File: config.mk
export PLATFORM = sky130hd
export DESIGN_NAME = breadboard_sweeper
export DESIGN_NICKNAME = d
export VERILOG_FILES = /design/src/rtl/breadboard_sweeper.sv
export SDC_FILE = /design/constraint.sdc
export NUM_CORES = 1
export LEC_CHECK = 0
export BUFFER_PORTS_ARGS = -buffer_cell sky130_fd_sc_hd__buf_2
export CORE_MARGIN = 5
export CORE_UTILIZATION = 55
export DETAILED_ROUTE_END_ITERATION = 8
export HOLD_SLACK_MARGIN = 0.05
export PLACE_DENSITY = 0.82
export SYNTH_ARGS = -nofsm -noshare
export SYNTH_HDL_FRONTEND = slang
export SYNTH_SLANG_ARGS = --single-unit
File: constraint.sdc
create_clock -name clk -period 5.5 [get_ports clk]
set_input_delay 0.825 -clock clk [delete_from_list [all_inputs] [get_ports clk]]
set_output_delay 0.825 -clock clk [all_outputs]
set_load 0.02 [all_outputs]
File: src/rtl/breadboard_sweeper.sv
`default_nettype none
// ============================================================================
//  Module      : breadboard_sweeper
//  Description : Stimulus/check engine for the 4-input, 10-output breadboard
//                function block. Steps {w,x,y,z} through all 16 codes, holds
//                each code for a settle interval, samples r[9:0], and compares
//                the sample to the golden function table. Reports pass/fail,
//                the error count and the first failing code with its diff.
//  Revision    : 1.0 - initial release
// ============================================================================
module breadboard_sweeper #(
    parameter int SETTLE_CYCLES = 2,
    parameter bit STOP_ON_FAIL  = 1'b0
) (
    input  logic       clk,
    input  logic       rst,
    input  logic       start,
    output logic       w,
    output logic       x,
    output logic       y,
    output logic       z,
    input  logic [9:0] r,
    output logic       busy,
    output logic       done,
    output logic       pass,
    output logic [4:0] err_count,
    output logic [3:0] first_fail_idx,
    output logic [9:0] first_fail_diff
);

    // Settle counter just needs to reach SETTLE_CYCLES-1; keep it at least 1 bit.
    localparam int c_wait_w = (SETTLE_CYCLES > 1) ? $clog2(SETTLE_CYCLES) : 1;
    localparam logic [c_wait_w-1:0] c_wait_last = c_wait_w'(SETTLE_CYCLES - 1);
    localparam logic [c_wait_w-1:0] c_wait_one  = c_wait_w'(1);
    localparam logic [3:0]          c_idx_last  = 4'd15;

    typedef enum logic [1:0] {
        IDLE   = 2'd0,
        SETTLE = 2'd1,
        SAMPLE = 2'd2,
        DONE   = 2'd3
    } state_t;

    state_t              r_state;
    logic [3:0]          r_idx;
    logic [c_wait_w-1:0] r_wait;
    logic                r_busy;
    logic                r_done;
    logic                r_pass;
    logic [4:0]          r_err_count;
    logic [3:0]          r_first_fail_idx;
    logic [9:0]          r_first_fail_diff;

    logic [9:0]          w_golden;
    logic [9:0]          w_diff;
    logic                w_mismatch;
    logic [4:0]          w_err_next;
    logic [2:0]          w_ones;
    logic                w_a, w_b, w_c, w_d;

    // Golden function table evaluated for the code currently driven.
    always_comb begin
        w_a    = r_idx[3];
        w_b    = r_idx[2];
        w_c    = r_idx[1];
        w_d    = r_idx[0];
        w_ones = {2'b00, w_a} + {2'b00, w_b} + {2'b00, w_c} + {2'b00, w_d};
        w_golden    = '0;
        w_golden[0] = (w_a & w_b) | (w_a & w_d) | (w_b & w_c) | (w_c & w_d);
        w_golden[1] = (w_a & w_b) | (w_b & w_d) | (w_c & w_d);
        w_golden[2] = (w_ones >= 3'd3);
        w_golden[3] = (w_a & w_d) | (w_b & w_c);
        w_golden[4] = w_c & w_d;
        w_golden[5] = (~w_a & ~w_b) | (~w_c & ~w_d);
        w_golden[6] = (~w_a & ~w_b & w_c) | (~w_a & ~w_c & w_d) |
                      (w_b & ~w_c & w_d) | (w_a & ~w_b & ~w_c & ~w_d);
        w_golden[7] = (w_ones == 3'd2);
        w_golden[8] = w_c & w_d;
        w_golden[9] = ^r_idx;
    end

    assign w_diff     = r ^ w_golden;
    assign w_mismatch = |w_diff;
    assign w_err_next = r_err_count + {4'd0, w_mismatch};

    // Sweep sequencer: settle each code, sample, accumulate results.
    always_ff @(posedge clk or posedge rst) begin
        if (rst) begin
            r_state           <= IDLE;
            r_idx             <= '0;
            r_wait            <= '0;
            r_busy            <= 1'b0;
            r_done            <= 1'b0;
            r_pass            <= 1'b0;
            r_err_count       <= '0;
            r_first_fail_idx  <= '0;
            r_first_fail_diff <= '0;
        end else begin
            case (r_state)
                IDLE, DONE: begin
                    if (start) begin
                        r_state           <= SETTLE;
                        r_idx             <= '0;
                        r_wait            <= '0;
                        r_busy            <= 1'b1;
                        r_done            <= 1'b0;
                        r_pass            <= 1'b0;
                        r_err_count       <= '0;
                        r_first_fail_idx  <= '0;
                        r_first_fail_diff <= '0;
                    end
                end
                SETTLE: begin
                    if (r_wait == c_wait_last) begin
                        r_state <= SAMPLE;
                    end else begin
                        r_wait <= r_wait + c_wait_one;
                    end
                end
                SAMPLE: begin
                    if (w_mismatch) begin
                        r_err_count <= w_err_next;
                        // Only the first mismatch of a sweep is recorded.
                        if (r_err_count == 5'd0) begin
                            r_first_fail_idx  <= r_idx;
                            r_first_fail_diff <= w_diff;
                        end
                    end
                    if ((r_idx == c_idx_last) || (STOP_ON_FAIL && w_mismatch)) begin
                        r_state <= DONE;
                        r_busy  <= 1'b0;
                        r_done  <= 1'b1;
                        r_pass  <= (w_err_next == 5'd0);
                    end else begin
                        r_idx   <= r_idx + 4'd1;
                        r_wait  <= '0;
                        r_state <= SETTLE;
                    end
                end
                default: r_state <= IDLE;
            endcase
        end
    end

    assign {w, x, y, z}    = r_idx;
    assign busy            = r_busy;
    assign done            = r_done;
    assign pass            = r_pass;
    assign err_count       = r_err_count;
    assign first_fail_idx  = r_first_fail_idx;
    assign first_fail_diff = r_first_fail_diff;

endmodule
`default_nettype wire
==> impl_metrics.yaml <==
critical_path:
  start_kind: "register"
  criticalPathCategory: "register to register"
  worstPathRequired_ps: 5760
  r2r_end: "pass"
  arrival_ps: 4730
  cp_max_fo: 15
  crit_path_end_kind: "register"
  ff2ff_path_depth: 15
  r2r-start: "r_idx[0]"
  rrSetupSlack_ps: 1030
synthesis:
  synth-async-reset-ratio_pct: 100
  netlist_instances: 221
  synth_ff_type: "dfrtp_1"
  synth_seq_cells: 29
  synth_nets: 248
  syn_area_per_cell_um2: 8.94
  yosys_warnings: 0
  ys_seq_area_share_pct: 36.7
  syn_area_mm2: 0.00198
  synth_edf_count: 0
  synthDistinctLibCells: 52
sta:
  fin_tns_setup_ps: 0
  max_freq_mhz: 224
  rsz0062_at_grt: "no"
  worst_pin_slew_ps: 1080
  setup_viol: 0
  skew_ps: 22.0
  maxSlewHeadroom_pct: 27.6
  finalMaxSlewViolations: 0
  finalHoldViolations: 0
  post-route-min-period_ps: 4470
  period_share_pct: 81.3
global_routing:
  grt_pass1_vias: 1670
  antenna_found_initial: 0
  grt_first_pass_wirelength_mm: 8.25
  grt_overflow: 0
  grt.total_usage_pct: 20.6
  grt_max_degree: 30
clock_network:
  cts_setup_buffers: 0
  tritoncts: "done"
  clockBufferDepth: 2
  clk_pin_slew_ps: 110
  clk_latency_ps: 350
  cts_resized: 0
  htreeDepth: 2
  numCtsBuffers: 5
  cts_sinks: 29
  cts-root-buf: "clkbuf_4"
  ctsHoldBuffers: 0
power_and_ir_drop:
  switching_share_pct: 46.6
  p_switching_uw: 444
  internal_power_uw: 509
  p_seq_share_pct: 31.2
  pwr-share-comb_pct: 49.0
  pwr_density_cell_mw_per_mm2: 421
  p_leak_nw: 1.09
  ir_drop_v: 0.000317
  clockPowerShare_pct: 19.8
layout:
  multiInputGateArea_mm2: 0.00114
  synthToLayoutAreaGrowth_pct: 14.7
  antenna_cells: 0
  nets: 284
  fillers: 287
  layout-drive-gt1-share_pct: 23.6
  seq_area_um2: 726
  fin_util_pct: 66.3
run_status:
  status: "finished clean"
floorplanning:
  core_mm2: 0.00342
  ios: 39
  rows: 21
  die-height_um: 69.9
  dieArea_mm2: 0.00489
  die_w_um: 69.9
  start_util_pct: 57.8
hold_path:
  hp-class: "register to register"
  min_from: "first_fail_idx[3]"
  min_to: "first_fail_idx[3]"
  whs_path_depth: 1
placed_design:
  dp_hpwl_mm: 3.41
  io_buffers: 38
  place_congestion: 0.901
detailed_routing:
  drc_errors: 0
  viasPerCell: 5.77
  dr_total_vias: 1755
  drt-pass1-iter-count: 4
  drt_wl_total_mm: 4.72
  drt_iter0_markers: 121
  antenna_left: 0
  wl_per_cell_um: 15.5
run:
  drv_cap: 0
[cell usage in the layout (no fill, tap or decap), types with 3 or more instances in the layout]
master,Yosys,layout
a21oi_1,18,18
buf_2,1,38
clkbuf_4,0,5
dfrtp_1,29,29
ha_1,13,13
inv_1,13,13
nand2_1,28,28
nand3_1,9,9
nor2_1,12,12
nor3_1,12,12
o211ai_1,6,6
o21ai_0,7,7
o21bai_1,3,3
o41ai_1,3,3
or3_1,4,4
xnor2_1,5,5
xor2_1,7,7
[routing by layer]
metal,part of all wire (%),GRT usage (%),vias up
met5,0,0,-
met4,2.1,7.66,0
met3,6.7,5.16,11
met2,45,29.7,63
met1,46,29.6,815
li1,-,-,866
[sequential cells by signal, indices dropped and copies added (netlist names)]
| register | flops |
|---|---|
| first_fail_diff | 10 |
| err_count | 5 |
| first_fail_idx | 4 |
| r_idx | 4 |
| r_state | 2 |
| busy | 1 |
| done | 1 |
| pass | 1 |
| r_wait | 1 |
[critical path: stages (launching register included)]
cell,delay (ps)
dfrtp_1,570
inv_1,160
fa_1,530
inv_1,40
ha_1,190
ha_1,290
nor3b_1,260
xnor2_1,220
o2111ai_2,210
nor4_4,290
buf_4,250
inv_2,90
ha_1,190
ha_1,290
or4_1,540
o32ai_1,270
[how the worst max path moves through the flow]
stage	to	slack [ps]	startpoint
after floorplan	pass	1300	r_idx[1]
after global placement	pass	1220	r_idx[0]
after detailed placement	pass	1100	r_idx[0]
after CTS	pass	1050	r_idx[0]
after global routing	pass	720	r_idx[0]
final	pass	1030	r_idx[0]
[cell usage after synthesis (2+ instances only)]
cell,number,share of area (%)
xnor2_1,5,2.2
xor2_1,7,3.1
o211ai_1,6,2.3
a22oi_1,2,0.76
clkbuf_1,7,1.3
or3_1,4,1.3
o41ai_1,3,1.3
nand2_1,28,5.3
nor3_1,12,3.0
o31ai_1,2,0.76
o21bai_1,3,1.1
a31oi_1,2,0.63
a22o_1,2,0.89
nand3_1,9,2.3
o21ai_0,7,1.8
nor2_1,12,2.3
a21oi_1,18,4.6
inv_1,13,2.5
or4_1,2,0.76
buf_6,2,1.1
dfrtp_1,29,37
o21a_1,2,0.76
a32o_1,2,1.0
ha_1,13,8.2
o32ai_1,2,0.89
[metrics by stage]
step                      std cells  cell area, um2  setup slack (ps)  total power, mW  hold WS [ps]
after floorplan                 221            1980              1300            0.650           527
after global placement          296            2180              1220            0.750           474
after detailed placement        296            2180              1100            0.760           479
after CTS                       304            2270              1050            0.949           499
after global routing            304            2270               722             1.03           509
final                           304            2270              1030            0.953           501
[cell families (layout without fill, tap and decap cells)]
| kind of cell | Yosys count | in the layout | share of synthesized area, % |
|---|---|---|---|
| compound gates | 59 | 59 | 21.3 |
| xor+xnor | 12 | 12 | 5.32 |
| fa+ha+maj | 14 | 14 | 9.25 |
| buf+inv | 25 | 62 | 5.57 |
| flops | 29 | 29 | 36.7 |
| mux | 1 | 1 | 0.570 |
| simple gates | 81 | 81 | 21.2 |
[area by class of cell]
cell class / count / area share, %
clock inverters: 1 / 1.33
inverters: 14 / 2.32
multi-input cells: 167 / 50.3
clock buffers: 7 / 2.43
flip-flops and latches: 29 / 32.0
repair buffers: 40 / 9.06
well taps: 46 / 2.54
[power by group through the flow]
| stage | logic [mW] | clock network (mW) | registers, mW |
|---|---|---|---|
| 6_report | 0.467 | 0.188 | 0.298 |
| 5_1_grt | 0.522 | 0.202 | 0.306 |
| 4_1_cts | 0.463 | 0.190 | 0.296 |
| 3_5_place_dp | 0.459 | 0 | 0.300 |
| 3_3_place_gp | 0.452 | 0 | 0.298 |
| 2_1_floorplan | 0.328 | 0 | 0.322 |
Power figures use the tool's default switching activity.
